<file path="src/rtl/alu_op_sequencer.sv">
// alu_op_sequencer
// Request-side controller for the 32-bit ALU. Accepts one operation request at
// a time, drives the ALU command and operand registers, samples the ALU result
// and flags, and returns one response per request. The compound operations
// MIN, MAX, EQ (one ALU pass) and ABSDIFF (two ALU passes) are sequenced here.
//
// Ports:
//   clk, reset                      rising-edge clock, async active-high reset
//   req_valid/req_ready             request handshake (ready only in IDLE)
//   req_op, req_a, req_b            opcode (0-11 legal) and operands
//   alu_command                     registered 3-bit ALU command code
//   alu_operandA, alu_operandB      registered ALU operands
//   alu_result, alu_zero,
//   alu_carryout, alu_overflow      combinational ALU outputs
//   rsp_valid/rsp_ready             response handshake
//   rsp_result, rsp_zero,
//   rsp_carryout, rsp_overflow      final result and flags of the last pass
//   rsp_error                       set when the request carried an illegal opcode

module alu_op_sequencer #(
    parameter int WIDTH = 32
) (
    input  logic             clk,
    input  logic             reset,
    input  logic             req_valid,
    output logic             req_ready,
    input  logic [3:0]       req_op,
    input  logic [WIDTH-1:0] req_a,
    input  logic [WIDTH-1:0] req_b,
    output logic [2:0]       alu_command,
    output logic [WIDTH-1:0] alu_operandA,
    output logic [WIDTH-1:0] alu_operandB,
    input  logic [WIDTH-1:0] alu_result,
    input  logic             alu_zero,
    input  logic             alu_carryout,
    input  logic             alu_overflow,
    output logic             rsp_valid,
    input  logic             rsp_ready,
    output logic [WIDTH-1:0] rsp_result,
    output logic             rsp_zero,
    output logic             rsp_carryout,
    output logic             rsp_overflow,
    output logic             rsp_error
);

    localparam logic [3:0] OP_MIN     = 4'd8;
    localparam logic [3:0] OP_MAX     = 4'd9;
    localparam logic [3:0] OP_ABSDIFF = 4'd10;
    localparam logic [3:0] OP_EQ      = 4'd11;

    localparam logic [2:0] CMD_SUB = 3'd1;
    localparam logic [2:0] CMD_XOR = 3'd2;
    localparam logic [2:0] CMD_SLT = 3'd3;

    typedef enum logic [1:0] {
        IDLE,
        EXEC,
        EXEC2,
        DONE
    } state_t;

    state_t           state, state_n;
    logic [3:0]       op, op_n;
    logic [2:0]       cmd_n;
    logic [WIDTH-1:0] a_n, b_n;
    logic [WIDTH-1:0] result_n;
    logic             zero_n, carry_n, ovf_n, err_n;

    // Plain ops map straight onto the ALU code; the compare-based compounds
    // start with a signed SLT, and EQ is an XOR whose zero flag is the answer.
    function automatic logic [2:0] first_pass_cmd(input logic [3:0] code);
        if (!code[3])
            return code[2:0];
        else if (code == OP_EQ)
            return CMD_XOR;
        else
            return CMD_SLT;
    endfunction

    assign req_ready = (state == IDLE);
    assign rsp_valid = (state == DONE);

    always_ff @(posedge clk or posedge reset) begin
        if (reset) begin
            state        <= IDLE;
            op           <= 4'd0;
            alu_command  <= 3'd0;
            alu_operandA <= '0;
            alu_operandB <= '0;
            rsp_result   <= '0;
            rsp_zero     <= 1'b0;
            rsp_carryout <= 1'b0;
            rsp_overflow <= 1'b0;
            rsp_error    <= 1'b0;
        end else begin
            state        <= state_n;
            op           <= op_n;
            alu_command  <= cmd_n;
            alu_operandA <= a_n;
            alu_operandB <= b_n;
            rsp_result   <= result_n;
            rsp_zero     <= zero_n;
            rsp_carryout <= carry_n;
            rsp_overflow <= ovf_n;
            rsp_error    <= err_n;
        end
    end

    always_comb begin
        state_n  = state;
        op_n     = op;
        cmd_n    = alu_command;
        a_n      = alu_operandA;
        b_n      = alu_operandB;
        result_n = rsp_result;
        zero_n   = rsp_zero;
        carry_n  = rsp_carryout;
        ovf_n    = rsp_overflow;
        err_n    = rsp_error;

        unique case (state)
            IDLE: begin
                if (req_valid) begin
                    if (req_op > OP_EQ) begin
                        // Illegal opcodes answer immediately and leave the ALU
                        // registers untouched.
                        err_n    = 1'b1;
                        result_n = '0;
                        zero_n   = 1'b0;
                        carry_n  = 1'b0;
                        ovf_n    = 1'b0;
                        state_n  = DONE;
                    end else begin
                        op_n    = req_op;
                        a_n     = req_a;
                        b_n     = req_b;
                        cmd_n   = first_pass_cmd(req_op);
                        err_n   = 1'b0;
                        state_n = EXEC;
                    end
                end
            end

            EXEC: begin
                zero_n  = alu_zero;
                carry_n = alu_carryout;
                ovf_n   = alu_overflow;
                state_n = DONE;
                unique case (op)
                    OP_MIN:  result_n = alu_result[0] ? alu_operandA : alu_operandB;
                    OP_MAX:  result_n = alu_result[0] ? alu_operandB : alu_operandA;
                    OP_EQ:   result_n = {{(WIDTH-1){1'b0}}, alu_zero};
                    OP_ABSDIFF: begin
                        // Order the operands so the second pass subtracts the
                        // smaller value from the larger one.
                        cmd_n = CMD_SUB;
                        if (alu_result[0]) begin
                            a_n = alu_operandB;
                            b_n = alu_operandA;
                        end
                        state_n = EXEC2;
                    end
                    default: result_n = alu_result;
                endcase
            end

            EXEC2: begin
                result_n = alu_result;
                zero_n   = alu_zero;
                carry_n  = alu_carryout;
                ovf_n    = alu_overflow;
                state_n  = DONE;
            end

            DONE: begin
                if (rsp_ready)
                    state_n = IDLE;
            end

            default: state_n = IDLE;
        endcase
    end

endmodule

</file>
<file path="config.mk">
export PLATFORM = sky130hd
export DESIGN_NAME = alu_op_sequencer
export DESIGN_NICKNAME = d
export VERILOG_FILES = /design/src/rtl/alu_op_sequencer.sv
export SDC_FILE = /design/constraint.sdc
export NUM_CORES = 1
export LEC_CHECK = 0
export CORE_ASPECT_RATIO = 1.75
export CORE_MARGIN = 2
export CORE_UTILIZATION = 47
export CTS_BUF_LIST = sky130_fd_sc_hd__clkbuf_4 sky130_fd_sc_hd__clkbuf_8
export DETAILED_ROUTE_END_ITERATION = 8
export HOLD_SLACK_MARGIN = 0.03
export PLACE_DENSITY = 0.83
export SETUP_SLACK_MARGIN = 0.05
export SLEW_MARGIN = 10
export SYNTH_ARGS = -nofsm -noshare
export SYNTH_HDL_FRONTEND = slang
export SYNTH_SLANG_ARGS = --single-unit
</file>
<file path="constraint.sdc">
create_clock -name clk -period 5.2 [get_ports clk]
set_clock_uncertainty 0.1 [all_clocks]
set_input_delay 1.56 -clock clk [delete_from_list [all_inputs] [get_ports clk]]
set_output_delay 1.56 -clock clk [all_outputs]
set_load 0.01 [all_outputs]
</file>
[Word-level counts from Yosys, hierarchy flattened]
Index checks and enable logic that the tools add are counted.
Cells by class
  magnitude comparators: 1
  equal/unequal tests: 14
  mux-type cells: 31
  bitwise gates (word level): 1
  reduce and logical (&&, ||, !) cells: 11
Operators by type and width (number)
  two-way mux 32 bit: 10
  one-hot mux 32 bit (2 select lines): 2
  one-hot mux 32 bit (4 select lines): 1
  one-hot mux 32 bit (3 select lines): 1
  == test 4 bit (second input constant): 5
  two-way mux 3 bit: 4
  != test 2 bit (second input constant): 4
  one-hot mux 2 bit (4 select lines): 1
  AND reduction 4 bit: 2
  two-way mux 2 bit: 3
  one-hot mux 1 bit (2 select lines): 3
  one-hot mux 3 bit (2 select lines): 1
  AND reduction 3 bit: 2
  two-way mux 1 bit: 5
  == test 2 bit (second input constant): 2
  > comparator 4 bit (second input constant): 1
  != test 2 x 1 -> 1 bit (second input constant): 2
  AND reduction 2 bit: 2
  nonzero test 2 bit: 2
  nonzero test 3 bit: 1
  == test 2 x 1 -> 1 bit (second input constant): 1
  zero test 2 bit: 1
  OR reduction 2 bit: 1
  inverter 1 bit: 1
Storage, ports and cells
  flip-flop bits (word level): 109
  bits of input ports: 107
  output and inout bits: 105
  logic and storage cells: 68

[Depth between registers and ports, before layout]
  depth after elaboration: 6
  depth in mapped cells: 8
  mapped depth without buffers: 6

[Worst setup path after synthesis]
No wires, ideal clock.
  kind: input to register
  start: input port req_op[3]
  end: register alu_operandA[10]
  setup time: 0.137 ns
  arrival: 2.586 ns
  required time: 4.963 ns
  slack: 2.377 ns
  stages: 6
  buffers on the path: 2
  path through: and2_1 buf_2 a2bb2oi_2 nor2_2 buf_1 a2bb2oi_1
On the way
  word-level cells in the longest chain between the ends: 3
Ends and longest elaborated chain
  start: declaration: RTL line 27  | input logic [3:0] req_op,
  > comparator 4 bit: RTL line 124  | if (req_op > OP_EQ) begin
  != test 2 bit (no source line)
  AND reduction 4 bit (no source line)
  end signal: assignment: RTL line 99  | alu_operandA <= a_n;
  end: declaration: RTL line 31  | output logic [WIDTH-1:0] alu_operandA,
Every way passes these cells.
A chain may end at the register's enable or synchronous reset.

[Worst setup path after layout]
  start: register state[0]
  end: output port req_ready
On the way
  word-level cells in the longest chain between the ends: 1
Ends and longest elaborated chain
  start: declaration: RTL line 62  | state_t state, state_n;
  start signal: assignment: RTL line 96  | state <= state_n;
  zero test 2 bit: RTL line 80  | assign req_ready = (state == IDLE);
  end: declaration: RTL line 26  | output logic req_ready,
Every way passes these cells.

==> results.md <==
- CTS sink cnt: 109
- Crit-path max FO: 11
- Postcts setup bufs: 0
- Max Cap Viol: 0
- Met3 wire length: 1200 µm
- Final HPWL DP: 14200 µm
- DR iter-0 viols: 435
- Critical Path Sink Type: primary output
- Die area: 13700 µm²
- Layout cell share with drive strength beyond 1: 5.36%
- Post-route clock period utilization: 71.7%
- Most common cell in the netlist: dfrtp_1
- Synth top cells by count: dfrtp_1 (109), nand2_1 (47), a41oi_1 (42), nor2b_1 (42), clkbuf_1 (41)
- Clock transition at path regs: 110 ps
- Worst reg2reg path startpoint: op[0]$_DFFE_PP0P_
- Synth Register Bits: 109
- RSZ-0062 raised after global routing: false
- Peak supply drop: 294 µV
- WP data arrival: 2070 ps
- PwrDens: 620 nW/µm²
- NumNets Final: 889
- Fin. Hold Viols: 0
- Synthesized cell area: 5970 µm²
- Status: finished, final reports clean
- Max layer used: met4
- Hold path start: rsp_result[19]$_DFFE_PP0P_
- Register area share after synthesis: 45.7%
- Hold Path Cell Cnt: 2
- CTS max path bufs: 2
- Syn Inst Count: 607
- GRT Residual Overflow: 0
- WL/cell: 21.4 µm
- GP Congestion: 0.874
- Ys async rst share: 100%
- P&R area growth vs syn: 40.0%
- CTS hold repair buffers: 0
- Number of global-route vias before repair: 5918
- Min cycle time layout: 3730 ps
- Register-to-Register Path Depth: 5
- Critical Path Source Type: flip-flop
- DIE WIDTH: 89.2 µm
- First-pass GRT wire length: 31600 µm
- Num CTS Buffers: 9
- Top post-synthesis cells by area: dfrtp_1 (46%), a41oi_1 (6.2%), a32oi_1 (4.5%)
- Num rows: 54
- Clock Latency Late Sink: 380 ps
- Synth cell types: 44
- Die height: 153 µm
- Core Util, Final: 67.2%
- Antenna violations before repair: 0
- DRC Markers: 0
- Root Buffer: clkbuf_8
- Initial core utilization: 48.0%
- Max-slew violation count: 0
- R2R setup slack: 1560 ps
- PortBufs: 211
- Met1 wire length: 7150 µm
- Core ar.: 12400 µm²
- N_diodes: 0
- Antenna Violating Nets Remaining: 0
- Share of the synthesized area in the top cell type: 45.7%
- Area leader, netlist: dfrtp_1
- Max Freq: 0.268 GHz
- Cts repair resizes: 0
- Hold WC Path Type: flip-flop to flip-flop
- Pin count of the biggest net entering global routing: 84
- Primary FF master, synth: dfrtp_1
- Tot GR Track Use: 29.7%
- Endpoint of the worst hold path: rsp_result[19]$_DFFE_PP0P_
- Syn nets: 718
- Worst-case hold slack: 409 ps
- # IOs: 212
- Vias per inst: 6.34
- Slew of the pin with the lowest slew margin: 1070 ps
- Setup-failing EPs final: 0
- Pre-Repair DR Iteration Count: 5
- Leak: 3.20 nW
- FILL cells: 1036
- R2R Path End: alu_operandB[5]$_DFFE_PP0P_
- Met2 routed WL: 10800 µm
- Critical Path RT: 3540 ps
- Crit path kind: flip-flop to primary output
- Slew headroom: 28.6%
- Number of synthesized flops with an enable pin: 0
- CTS tree: built
- CTS H-tree depth: 3
- Yosys warns: 0
- Syn Area/Cell: 9.83 µm²
- Final wirelength: 20300 µm
- Via count: 6031
- Setup TNS: 0 ps
kinds of logic after synthesis:
family                     Yosys count  share of synthesized area (%)
AOI/OAI and AO/OA                  264                           32.4
and+or+nand+nor                    124                           10.6
DFF                                109                           45.7
buffers and inverters               79                           5.77
muxes                               26                           4.42
adders and majority gates            4                          0.839
xor gates and xnor gates             1                          0.273
state kept, by name, summed over array words and instances, names as in the netlist:
name          count
alu_operandA     32
alu_operandB     32
rsp_result       32
op                4
alu_command       3
state             2
rsp_carryout      1
rsp_error         1
rsp_overflow      1
rsp_zero          1
metrics by stage:
stage | area (µm²) | worst slack (ps) | power, W | instances
floorplan | 5970 | 666 | 0.00332 | 607
global placement | 8140 | 1220 | 0.00451 | 934
detailed placement | 8140 | 1140 | 0.00463 | 934
CTS | 8340 | 1460 | 0.00514 | 950
global route | 8360 | 1370 | 0.00548 | 951
finish | 8360 | 1470 | 0.00518 | 951
how the worst max path moves through the flow:
stage | start | end | depth (start not counted)
finish | state[0]$_DFFE_PP0P_ | req_ready | 3
global route | req_op[3] | alu_operandA[3]$_DFFE_PP0P_ | 5
CTS | state[0]$_DFFE_PP0P_ | req_ready | 3
detailed placement | req_op[3] | alu_operandB[26]$_DFFE_PP0P_ | 5
global placement | req_op[3] | alu_command[1]$_DFFE_PP0P_ | 5
floorplan | reset | alu_command[0]$_DFFE_PP0P_ | 1
routing by layer:
| layer | GRT usage [%] | vias to the layer above |
|---|---|---|
| met5 | 0 | - |
| met4 | 15.4 | 0 |
| met3 | 4.05 | 74 |
| met2 | 50.7 | 330 |
| met1 | 35.4 | 2940 |
| li1 | - | 2687 |
area by class of cell:
cell class / instances / area, µm² / area share (%)
multi-input combinational: 419 / 2960 / 35.4
clock buffer: 10 / 138 / 1.65
timing repair buffer: 222 / 2200 / 26.4
sequential: 109 / 2730 / 32.6
clock inverter: 6 / 53.8 / 0.644
inverter: 17 / 66.3 / 0.794
tap: 168 / 210 / 2.52
placed cells by master (no fill, tap or decap), types with 15 or more instances in the layout:
cell type	instances
a2bb2oi_1	27
a32oi_1	31
a41oi_1	42
clkdlybuf4s50_1	210
dfrtp_1	109
inv_1	15
mux2i_1	23
nand2_1	47
nor2_1	15
nor2b_1	42
o211ai_1	32
o21ai_0	28
o21ai_1	40
o22ai_1	23
worst max-delay path: stages, from the launching register on:
cell and delay (ps):
dfrtp_1 450, inv_1 110, ha_1 490, clkdlybuf4s50_1 640
power by group:
group | switching, W | internal, W
Combinational | 0.00161 | 0.00142
Clock | 0.000315 | 0.000195
Sequential | 0.000425 | 0.00121
Note: power is estimated with default switching activity, not from simulation.
